$ cat src/rtl/max7219_display_pkg.sv
// Shared definitions for the MAX7219 display driver: register map, Code-B
// glyphs, sequencer states and the preset-message table.
package max7219_display_pkg;

  localparam logic [7:0] ADDR_DECODE  = 8'h09;
  localparam logic [7:0] ADDR_INTENS  = 8'h0A;
  localparam logic [7:0] ADDR_SCANLIM = 8'h0B;
  localparam logic [7:0] ADDR_SHUTDN  = 8'h0C;
  localparam logic [7:0] ADDR_TEST    = 8'h0F;

  localparam logic [3:0] CB_DASH  = 4'hA;
  localparam logic [3:0] CB_E     = 4'hB;
  localparam logic [3:0] CB_H     = 4'hC;
  localparam logic [3:0] CB_L     = 4'hD;
  localparam logic [3:0] CB_P     = 4'hE;
  localparam logic [3:0] CB_BLANK = 4'hF;

  localparam int unsigned INIT_FRAMES = 4;

  typedef enum logic [1:0] {ST_INIT, ST_REFRESH, ST_IDLE} state_t;

  // Preset messages are right-aligned; digit 0 is the rightmost position.
  function automatic logic [3:0] preset_nib(input logic [3:0] code, input int i, input int msd);
    logic [3:0] nib;
    nib = CB_BLANK;
    case (code)
      4'd1: nib = CB_DASH;
      4'd2: begin
        case (i)
          0:       nib = CB_P;
          1:       nib = CB_L;
          2:       nib = CB_E;
          3:       nib = CB_H;
          default: nib = CB_BLANK;
        endcase
      end
      4'd3:    nib = (i == msd) ? CB_E : CB_DASH;
      default: nib = CB_BLANK;
    endcase
    return nib;
  endfunction

endpackage

$ cat src/rtl/max7219_display_if.sv
// Host-side bundle of the display driver: snapshot inputs, busy, and the
// 3-wire MAX7219 serial bus.
interface max7219_display_if #(parameter int DIGIT_NUM = 8);
  logic                   latch;
  logic                   mode;
  logic [2:0]             dp;
  logic [3:0]             codes;
  logic [DIGIT_NUM*4-1:0] num;
  logic [3:0]             brightness;
  logic                   busy;
  logic                   sck;
  logic                   din;
  logic                   load;

  modport master (output latch, mode, dp, codes, num, brightness,
                  input  busy, sck, din, load);
  modport slave  (input  latch, mode, dp, codes, num, brightness,
                  output busy, sck, din, load);
endinterface

$ cat src/rtl/max7219_display_shift.sv
// 16-bit MSB-first serializer: each bit is CLK_DIV clocks sck low then CLK_DIV
// high, followed by a 2*CLK_DIV gap with load high. done pulses on the last gap clock.
module max7219_display_shift #(
  parameter int CLK_DIV = 4
) (
  input  logic        clock,
  input  logic        reset,
  input  logic        start,
  input  logic [15:0] word,
  output logic        sck,
  output logic        din,
  output logic        load,
  output logic        done
);
  localparam int DIV_W = (CLK_DIV > 1) ? $clog2(CLK_DIV) : 1;
  localparam logic [DIV_W-1:0] DIV_LOAD = DIV_W'(CLK_DIV - 1);
  localparam logic [5:0] HALF_LAST = 6'd33;

  logic             active;
  logic [DIV_W-1:0] div_cnt;
  logic [5:0]       half_cnt;
  logic [5:0]       half_idx;
  logic [15:0]      shreg;

  // half_idx numbers the half-period about to begin (1..33); 32 and 33 form the gap.
  assign half_idx = 6'd34 - half_cnt;
  assign done     = active && (div_cnt == '0) && (half_cnt == '0);

  always_ff @(posedge clock) begin
    if (!reset) begin
      active   <= 1'b0;
      div_cnt  <= '0;
      half_cnt <= '0;
      shreg    <= '0;
      sck      <= 1'b0;
      din      <= 1'b0;
      load     <= 1'b1;
    end else if (start) begin
      active   <= 1'b1;
      div_cnt  <= DIV_LOAD;
      half_cnt <= HALF_LAST;
      shreg    <= word;
      sck      <= 1'b0;
      din      <= word[15];
      load     <= 1'b0;
    end else if (active) begin
      if (div_cnt != '0) begin
        div_cnt <= div_cnt - DIV_W'(1);
      end else if (half_cnt == '0) begin
        active <= 1'b0;
      end else begin
        div_cnt  <= DIV_LOAD;
        half_cnt <= half_cnt - 6'd1;
        if (half_idx >= 6'd32) begin
          sck  <= 1'b0;
          din  <= 1'b0;
          load <= 1'b1;
        end else if (half_idx[0]) begin
          sck <= 1'b1;
        end else begin
          sck   <= 1'b0;
          shreg <= {shreg[14:0], 1'b0};
          din   <= shreg[14];
        end
      end
    end
  end
endmodule

$ cat src/rtl/max7219_display.sv
// MAX7219 sequencer: chip init after reset, then refresh sequences of intensity
// plus digit frames built from a snapshot of the host inputs.
//   state      | meaning
//   ST_INIT    | sending 0C01, 0B(scan limit), 09FF, 0F00
//   ST_REFRESH | sending intensity then one frame per digit from the snapshot
//   ST_IDLE    | waiting for latch or a pending request; only non-busy state
module max7219_display #(
  parameter int DIGIT_NUM = 8,
  parameter int CLK_DIV   = 4
) (
  input  logic             clock,
  input  logic             reset,
  max7219_display_if.slave bus
);
  import max7219_display_pkg::*;

  localparam logic [3:0] IDX_REFRESH = 4'(INIT_FRAMES);
  localparam logic [3:0] IDX_LAST    = 4'(INIT_FRAMES + DIGIT_NUM);

  state_t                 state, state_nxt;
  logic [3:0]             idx, idx_nxt;
  logic                   first, pending, start, snap_en, done;
  logic [15:0]            word;
  logic [2:0]             dsel;
  logic                   s_mode, cur_mode;
  logic [2:0]             s_dp, cur_dp;
  logic [3:0]             s_codes, cur_codes, s_bright, cur_bright;
  logic [DIGIT_NUM*4-1:0] s_num, cur_num;
  logic                   sh_sck, sh_din, sh_load;

  function automatic logic [7:0] digit_data(input logic [2:0] sel, input logic mode,
                                            input logic [2:0] dp, input logic [3:0] codes,
                                            input logic [DIGIT_NUM*4-1:0] num);
    logic [3:0] nib;
    logic       upper_zero;
    logic       dp_bit;
    int         d;
    d          = int'(sel);
    nib        = CB_BLANK;
    upper_zero = 1'b1;
    dp_bit     = 1'b0;
    if (mode) begin
      nib = preset_nib(codes, d, DIGIT_NUM - 1);
    end else begin
      for (int j = 0; j < DIGIT_NUM; j++) begin
        if (j == d) nib = num[4*j +: 4];
        if (j >= d && num[4*j +: 4] != 4'h0) upper_zero = 1'b0;
      end
      // Leading zeros blank, but never the units digit nor anything at/below the DP.
      if (d > 0 && d > int'(dp) && upper_zero) nib = CB_BLANK;
      dp_bit = (dp != 3'd0) && (d == int'(dp));
    end
    return {dp_bit, 3'b000, nib};
  endfunction

  // The frame launched on the snapshot clock must already see the new inputs.
  assign cur_mode   = snap_en ? bus.mode       : s_mode;
  assign cur_dp     = snap_en ? bus.dp         : s_dp;
  assign cur_codes  = snap_en ? bus.codes      : s_codes;
  assign cur_bright = snap_en ? bus.brightness : s_bright;
  assign cur_num    = snap_en ? bus.num        : s_num;
  assign dsel       = 3'(idx - IDX_REFRESH - 4'd1);

  always_comb begin
    word = 16'h0000;
    case (idx)
      4'd0:        word = {ADDR_SHUTDN, 8'h01};
      4'd1:        word = {ADDR_SCANLIM, 8'(DIGIT_NUM - 1)};
      4'd2:        word = {ADDR_DECODE, 8'hFF};
      4'd3:        word = {ADDR_TEST, 8'h00};
      IDX_REFRESH: word = {ADDR_INTENS, 4'h0, cur_bright};
      default:     word = {4'h0, 4'(idx - IDX_REFRESH),
                           digit_data(dsel, cur_mode, cur_dp, cur_codes, cur_num)};
    endcase
  end

  always_ff @(posedge clock) begin
    if (!reset) begin
      state    <= ST_INIT;
      idx      <= 4'd0;
      first    <= 1'b1;
      pending  <= 1'b0;
      s_mode   <= 1'b0;
      s_dp     <= 3'd0;
      s_codes  <= 4'd0;
      s_bright <= 4'd0;
      s_num    <= '0;
    end else begin
      state <= state_nxt;
      idx   <= idx_nxt;
      if (start) first <= 1'b0;
      if (snap_en) begin
        pending  <= 1'b0;
        s_mode   <= bus.mode;
        s_dp     <= bus.dp;
        s_codes  <= bus.codes;
        s_bright <= bus.brightness;
        s_num    <= bus.num;
      end else if (bus.latch && state != ST_IDLE) begin
        pending <= 1'b1;
      end
    end
  end

  // idx always names the next frame to launch; launches are chained on done.
  always_comb begin
    state_nxt = state;
    idx_nxt   = idx;
    start     = 1'b0;
    snap_en   = 1'b0;
    case (state)
      ST_INIT: begin
        if (first || done) begin
          start   = 1'b1;
          idx_nxt = idx + 4'd1;
          if (idx == IDX_REFRESH) begin
            state_nxt = ST_REFRESH;
            snap_en   = 1'b1;
          end
        end
      end
      ST_REFRESH: begin
        if (done) begin
          if (idx > IDX_LAST) begin
            state_nxt = ST_IDLE;
            idx_nxt   = IDX_REFRESH;
          end else begin
            start   = 1'b1;
            idx_nxt = idx + 4'd1;
          end
        end
      end
      ST_IDLE: begin
        if (bus.latch || pending) begin
          state_nxt = ST_REFRESH;
          start     = 1'b1;
          snap_en   = 1'b1;
          idx_nxt   = IDX_REFRESH + 4'd1;
        end
      end
      default: state_nxt = ST_INIT;
    endcase
  end

  max7219_display_shift #(.CLK_DIV(CLK_DIV)) u_shift (
    .clock (clock),
    .reset (reset),
    .start (start),
    .word  (word),
    .sck   (sh_sck),
    .din   (sh_din),
    .load  (sh_load),
    .done  (done)
  );

  assign bus.sck  = sh_sck;
  assign bus.din  = sh_din;
  assign bus.load = sh_load;
  assign bus.busy = (state != ST_IDLE);
endmodule

$ cat src/flat_wrapper.sv
// flat-port wrapper written by rule: the top's interface ports become plain ports
module max7219_display_flat import max7219_display_pkg::*;
#(
  parameter int DIGIT_NUM = 8,
  parameter int CLK_DIV   = 4
)
  (clock, reset, bus_latch, bus_mode, bus_dp, bus_codes, bus_num, bus_brightness, bus_busy, bus_sck, bus_din, bus_load);
  max7219_display_if #(.DIGIT_NUM(DIGIT_NUM)) bus_i ();
  input  logic clock;
  input  logic reset;
  input wire logic [$bits(bus_i.latch)-1:0] bus_latch;
  input wire logic [$bits(bus_i.mode)-1:0] bus_mode;
  input wire logic [$bits(bus_i.dp)-1:0] bus_dp;
  input wire logic [$bits(bus_i.codes)-1:0] bus_codes;
  input wire logic [$bits(bus_i.num)-1:0] bus_num;
  input wire logic [$bits(bus_i.brightness)-1:0] bus_brightness;
  output wire logic [$bits(bus_i.busy)-1:0] bus_busy;
  output wire logic [$bits(bus_i.sck)-1:0] bus_sck;
  output wire logic [$bits(bus_i.din)-1:0] bus_din;
  output wire logic [$bits(bus_i.load)-1:0] bus_load;
  assign bus_i.latch = bus_latch;
  assign bus_i.mode = bus_mode;
  assign bus_i.dp = bus_dp;
  assign bus_i.codes = bus_codes;
  assign bus_i.num = bus_num;
  assign bus_i.brightness = bus_brightness;
  assign bus_busy = bus_i.busy;
  assign bus_sck = bus_i.sck;
  assign bus_din = bus_i.din;
  assign bus_load = bus_i.load;
  max7219_display #(.DIGIT_NUM(DIGIT_NUM), .CLK_DIV(CLK_DIV)) u_core (.clock(clock), .reset(reset), .bus(bus_i));
endmodule
$ cat config.mk
export PLATFORM = sky130hd
export DESIGN_NAME = max7219_display_flat
export DESIGN_NICKNAME = d
export VERILOG_FILES = /design/src/rtl/max7219_display_pkg.sv /design/src/rtl/max7219_display_if.sv /design/src/rtl/max7219_display_shift.sv /design/src/rtl/max7219_display.sv /design/src/flat_wrapper.sv
export SDC_FILE = /design/constraint.sdc
export NUM_CORES = 1
export LEC_CHECK = 0
export CORE_MARGIN = 1.5
export CORE_UTILIZATION = 51
export CTS_BUF_LIST = sky130_fd_sc_hd__clkbuf_8 sky130_fd_sc_hd__clkbuf_16
export DETAILED_ROUTE_END_ITERATION = 16
export GPL_TIMING_DRIVEN = 0
export PLACE_DENSITY = 0.8
export SLEW_MARGIN = 30
export SYNTH_ARGS = -nofsm -noshare
export SYNTH_HDL_FRONTEND = slang
export SYNTH_SLANG_ARGS = --single-unit
$ cat constraint.sdc
create_clock -name clock -period 3.3 [get_ports clock]
set_input_delay 0.33 -clock clock [delete_from_list [all_inputs] [get_ports clock]]
set_output_delay 0.33 -clock clock [all_outputs]
set_load 0.1 [all_outputs]
Yosys cells after proc, flatten, opt, wreduce, memory -nomap -nowiden:

Index checks and enable logic that the tools add are counted.

* $add $sub $neg: 6
* magnitude comparators: 11
* equal/unequal tests: 33
* mux-type cells: 80
* bitwise gates (word level): 3
* reductions and logical operators: 45

Operators by type and width (count)
* 15-bit two-way mux: 6
* 4-bit two-way mux: 16
* 12-bit case mux with 5 select lines: 1
* 1-bit two-way mux: 36
* 32-bit two-way mux: 1
* 4-bit nonzero test: 8
* 6-bit two-way mux: 4
* 4-bit case mux with 3 select lines: 2
* 2-bit two-way mux: 9
* 2-bit by 1-bit inequality test with 1-bit output, second input constant: 9
* 4-bit by 2-bit equality test with 1-bit output, second input constant: 4
* 1-bit logical AND: 13
* 3-bit equality test, first input constant: 4
* 3-bit case mux with 4 select lines: 1
* 4-bit AND reduction: 3
* 5-bit AND reduction: 2
* 3-bit greater-or-equal comparator, first input constant: 3
* 4-bit by 1-bit equality test with 1-bit output, second input constant: 2
* 2-bit by 3-bit equality test with 1-bit output, first input constant: 2
* 3-bit by 1-bit equality test with 1-bit output, second input constant: 2
* 3-bit by 2-bit equality test with 1-bit output, second input constant: 2
* 1-bit by 3-bit greater-or-equal comparator with 1-bit output, first input constant: 2
* 2-bit by 3-bit greater-or-equal comparator with 1-bit output, first input constant: 2
* 6-bit greater-or-equal comparator, second input constant: 1
* other kinds (32): 43

* register bits after elaboration: 79
* input port bits: 47
* output and inout bits: 4
* logic and storage cells: 195

Longest topological paths before layout:

Gate-level depths: netlist (run 1).

* word-level depth: 24
* mapped depth: 18
* mapped depth without buffers: 14

Cells and area by module:

From an unflattened synthesis (run 1), not the netlist that was laid out.

* cell total of the unflattened synthesis: 557
* area total of the unflattened synthesis: 4734.5 µm²

Modules (own cells, without submodules)
* max7219_display: instances 1, cells each 410, area each 3429.5 µm², sequential area each 1041.0 µm²
* max7219_display_shift: instances 1, cells each 147, area each 1305.0 µm², sequential area each 540.5 µm²

Worst setup path after synthesis (run 1):

No wires, ideal clock.

* path type: register to register
* from: register u_core.idx[0]
* to: register u_core.u_shift.shreg[1]
* library setup time: 0.079 ns
* arrival: 3.554 ns
* data required time: 3.221 ns
* path slack: -0.333 ns
* stages on the path, launching flop included: 18
* path buffers: 4
* period minus slack after synthesis: 3.633 ns
* cells stage by stage: dfxtp_1 -> clkbuf_1 -> inv_1 -> ha_1 -> buf_2 -> nand3_1 -> nor3_4 -> nor2_4 -> buf_6 -> buf_8 -> mux2i_1 -> ha_1 -> and3_1 -> a31oi_1 -> o311ai_2 -> o31ai_2 -> a211oi_1 -> a211oi_2

* longest elaborated chain between the ends: 22
* elaborated cells on any way between the ends: 90
* classes of those cells: add/sub: 2; order compare: 10; eq/ne: 21; mux: 35; reduce/logical: 22

RTL lines
* start, declared: RTL line max7219_display.sv:21 `logic [3:0] idx, idx_nxt;`
* start signal, assigned: RTL line max7219_display.sv:90 `idx <= idx_nxt;`
* branches (longest 22 deep; another with 4-bit by 3-bit subtractor with 4-bit output)
* end signal, assigned: RTL line max7219_display_shift.sv:42 `shreg <= word;`
* end signal, assigned: RTL line max7219_display_shift.sv:62 `shreg <= {shreg[14:0], 1'b0};`
* end, declared: RTL line max7219_display_shift.sv:23 `logic [15:0] shreg;`

Several ways; the timed one is not identified. The select of a mux whose other input is x is not followed.
A chain may end at the register's enable or synchronous reset.

Worst setup path after layout (run 1):

* from: register u_core.u_shift.half_cnt[0]
* to: register u_core.u_shift.shreg[1]

* elaborated cells on any way between the ends: 65
* classes of those cells: add/sub: 1; order compare: 2; eq/ne: 7; mux: 33; reduce/logical: 22

RTL lines
* start, declared: RTL line max7219_display_shift.sv:21 `logic [5:0] half_cnt;`
* start signal, assigned: RTL line max7219_display_shift.sv:53 `half_cnt <= half_cnt - 6'd1;`
* 6-bit logical NOT: RTL line max7219_display_shift.sv:27 `assign done = active && (div_cnt == '0) && (half_cnt == '0);`
* 1-bit logical AND: RTL line max7219_display_shift.sv:27
* 1-bit logical OR: RTL line max7219_display.sv:113 `if (first || done) begin`
* 1-bit two-way mux: RTL line max7219_display.sv:113
* 1-bit case mux with 2 select lines: RTL line max7219_display.sv:111 `case (state)`
* 3-bit two-way mux: RTL line max7219_display.sv:58 `assign cur_dp = snap_en ? bus.dp : s_dp;`
* via u_core.cur_dp[0]: RTL line max7219_display.sv:26 `logic [2:0] s_dp, cur_dp;`
* 3-bit greater-than comparator: RTL line max7219_display.sv:50 `if (d > 0 && d > int'(dp) && upper_zero) nib = CB_BLANK;`
* 1-bit logical AND (2 in a row): RTL line max7219_display.sv:50
* 4-bit two-way mux: RTL line max7219_display.sv:50
* 4-bit two-way mux: RTL line max7219_display.sv:42 `if (mode) begin`
* 12-bit case mux with 5 select lines: RTL line max7219_display.sv:66 `case (idx)`
* 15-bit two-way mux: RTL line max7219_display_shift.sv:38 `end else if (start) begin`

The timed path passes the listed nets, and every way through them passes these cells. The select of a mux whose other input is x is not followed.

==> impl_metrics.yaml, run 1 <==
synthesis:
  async_flop_share: 0
  yosysMostFrequentCell: "dfxtp_1"
  synth_edf_count: 0
  syn_area_sq_mm: 0.00447
  yosys.area.top_type: "dfxtp_1"
  synth_ff_type: "dfxtp_1"
  yosys_warnings: 0
  synth_commonest_cells: "dfxtp_1, nand2_1, nor2_1"
  synth_seq_cells: 79
  yosysSeqAreaShare: 0.354
  synth_cells: 539
  netlist.area_leader.share: 0.354
  synthesis.nets: 605
  synth_cell_type_count: 77
  syn_avg_cell_area_sq_um: 8.30
  synth_area_leaders: "dfxtp_1, mux2i_1, nand2_1, nor2_1, ha_1"
power:
  power_mw: 5.25
  p_comb_frac: 0.608
  p_clk_frac: 0.139
  swShare: 0.462
  p_int_mw: 2.83
  p_per_area_mw_per_mm2: 936
  p_sw_mw: 2.43
  p_leak_nw: 2.30
  ir_drop_mv: 0.477
  seqPwrFrac: 0.253
critical_path:
  slowest_stage: "dfxtp_4"
  crit_chain: "inv_4 > ha_4 > nand4b_1 > nor3_4 > nor2_4 > buf_12 > mux2i_4 > inv_1 > ha_1 > and3_4 > a31oi_4 > o311ai_2 > o31ai_2 > a211oi_2 > a211oi_2"
  worstSetupPathType: "reg -> reg"
  cpMostUsedCell: "a211oi_2"
  rr_worst_depth: 15
  max_stage_delay_ps: 370
  crit_path_start_kind: "register"
  arrival_ps: 3490
  cp-end-kind: "register"
  required_ps: 3570
  critPathMaxFanout: 10
placement:
  gp_congestion: 0.944
  dp_slack_ps: -763
  io_buffer_count: 50
  place_hpwl_mm: 10.2
clock_network:
  path_clk_slew_ps: 90
  clock_path_buffers: 2
  cts_tree: "done"
  htree_levels: 3
  cts_num_sinks: 79
  insertion_delay_ps: 360
  hold_buffers: 0
  cts-root-buf: "clkbuf_8"
  cts_buffers: 9
drt:
  wl_per_cell_um: 18.8
  via_per_inst: 6.25
  num_vias: 4550
  drc: 0
  postRouteWirelength_mm: 13.7
  drt_iter0_drc: 384
  drtPass1Iterations: 6
  postRouteAntennaNets: 0
hold_path:
  hp-class: "reg -> reg"
  holdPathStages: 2
finish:
  final_nets: 684
  diodes: 0
  finish.utilization: 0.673
  area_delta_synth_final_pct: 25.5
  fillers: 716
  drive_above_1_share: 0.141
floorplan:
  start_util: 0.536
  io_pins: 51
  dieArea_sq_mm: 0.00934
  fp-row-count: 33
  design.core.area_sq_mm: 0.00834
  die_h_um: 96.6
  die_x_um: 96.6
global_route:
  grt_pass1_wl_mm: 21.9
  antenna_found_initial: 0
  grt_overflow_total: 0
  grt_max_degree: 14
  track_usage: 0.291
  grt_pass1_vias: 4398
sta:
  maxSlewHeadroom: 0.356
  clock.fmax_mhz: 310
  fin_crit_ps: 3230
  layout_setup_ws_ps: 74.6
  timing.final.crit_share: 0.977
  setup_viol: 0
  report.final.hold_viol_count: 0
  slew_violations: 0
  worst_pin_slew_ps: 962
  skew_ps: 12.7
flow_run:
  drv_cap: 0
status:
  status: "finished clean"
[repair_timing]
action                                  in CTS  in global routing
gates resized for setup                     15                 13
endpoints found under the setup margin       5                  4
pin swaps                                    7                  8
setup buffers                               11                 11
[registers in the layout, summed over array words and instances (netlist names), 2 cells and up]
name / cells
u_core.u_shift.half_cnt: 6
u_core.idx: 4
u_core.s_dp: 3
u_core.s_codes: 4
u_core.s_num: 32
u_core.state: 2
u_core.u_shift.shreg: 15
u_core.s_bright: 4
u_core.u_shift.div_cnt: 2
[worst max-delay path, delay by kind of cell, from the launching register on]
kind | cells | cell delay (ps)
AOI/OAI and AO/OA | 5 | 1000
and+or+nand+nor | 4 | 810
adders and majority gates | 2 | 420
DFF | 1 | 370
buffers and inverters | 3 | 310
muxes | 1 | 200
[stage by stage]
step | TNS (ps) | cell area [sq um] | std cells | hold slack [ps]
2_1_floorplan | -17.0 | 4530 | 539 | 432
3_3_place_gp | -2790 | 5160 | 694 | 439
3_5_place_dp | -2940 | 5160 | 694 | 446
4_1_cts | 0 | 5500 | 719 | 457
5_1_grt | -14.3 | 5610 | 728 | 482
6_report | 0 | 5610 | 728 | 455
[cells by family after synthesis]
| logic type | after synthesis | share of synthesized area |
|---|---|---|
| compound gates | 138 | 0.217 |
| xor+xnor | 8 | 0.0157 |
| fa+ha+maj | 19 | 0.0532 |
| buf+inv | 49 | 0.0515 |
| flops | 79 | 0.354 |
| mux | 39 | 0.0893 |
| simple gates | 207 | 0.220 |
[power groups by stage]
stage | registers (mW) | clock network (mW) | logic (mW)
floorplan | 1.34 | 0 | 2.09
global placement | 1.33 | 0 | 2.79
detailed placement | 1.34 | 0 | 2.84
CTS | 1.32 | 0.734 | 2.97
global route | 1.36 | 0.776 | 3.41
finish | 1.33 | 0.730 | 3.19
[placed cells by master (no fill, tap or decap), types with 17 or more instances in the layout]
cell,count
mux2i_1,32
clkbuf_1,18
buf_4,22
nor2_1,70
a31oi_1,17
clkdlybuf4s50_1,50
inv_1,18
a21oi_1,28
nand2_1,69
dfxtp_1,74
o21ai_0,28
nor4_1,17
[path summary, 6_finish.rpt]
check | startpoint | endpoint | slack [ps]
hold / removal | u_core.s_codes[2] | u_core.s_codes[2] | 460
hold reg to reg | u_core.s_codes[2] | u_core.s_codes[2] | 460
setup reg to reg | u_core.u_shift.half_cnt[0] | u_core.u_shift.shreg[1] | 70
setup / recovery | u_core.u_shift.half_cnt[0] | u_core.u_shift.shreg[1] | 70
[final cells by class]
type                       instances  area, sq um  area share
multi-input combinational        411         2790       0.497
sequential                        79         1590       0.284
timing repair buffer              71          671       0.119
buffer                            26          145      0.0259
clock buffer                      10          138      0.0245
tap                              105          131      0.0234
inverter                          20         82.6      0.0147
clock inverter                     6         62.6      0.0111
[metal layers]
layer  wire length [um]  vias up  global-route usage
met4                512        0               0.114
met2               6500      215               0.495
li1                   -     2119                   -
met1               5700     2164               0.365
met5                  0        -                   0
met3                985       52              0.0520
No activity file was read; power rests on OpenSTA's default activity.
==> run 2: changes to the inputs <==
- CTS_CLUSTER_SIZE: unset -> 25
==> results of run 2 <==
The final DEF is identical to that of run 1; final timing and power are the same.
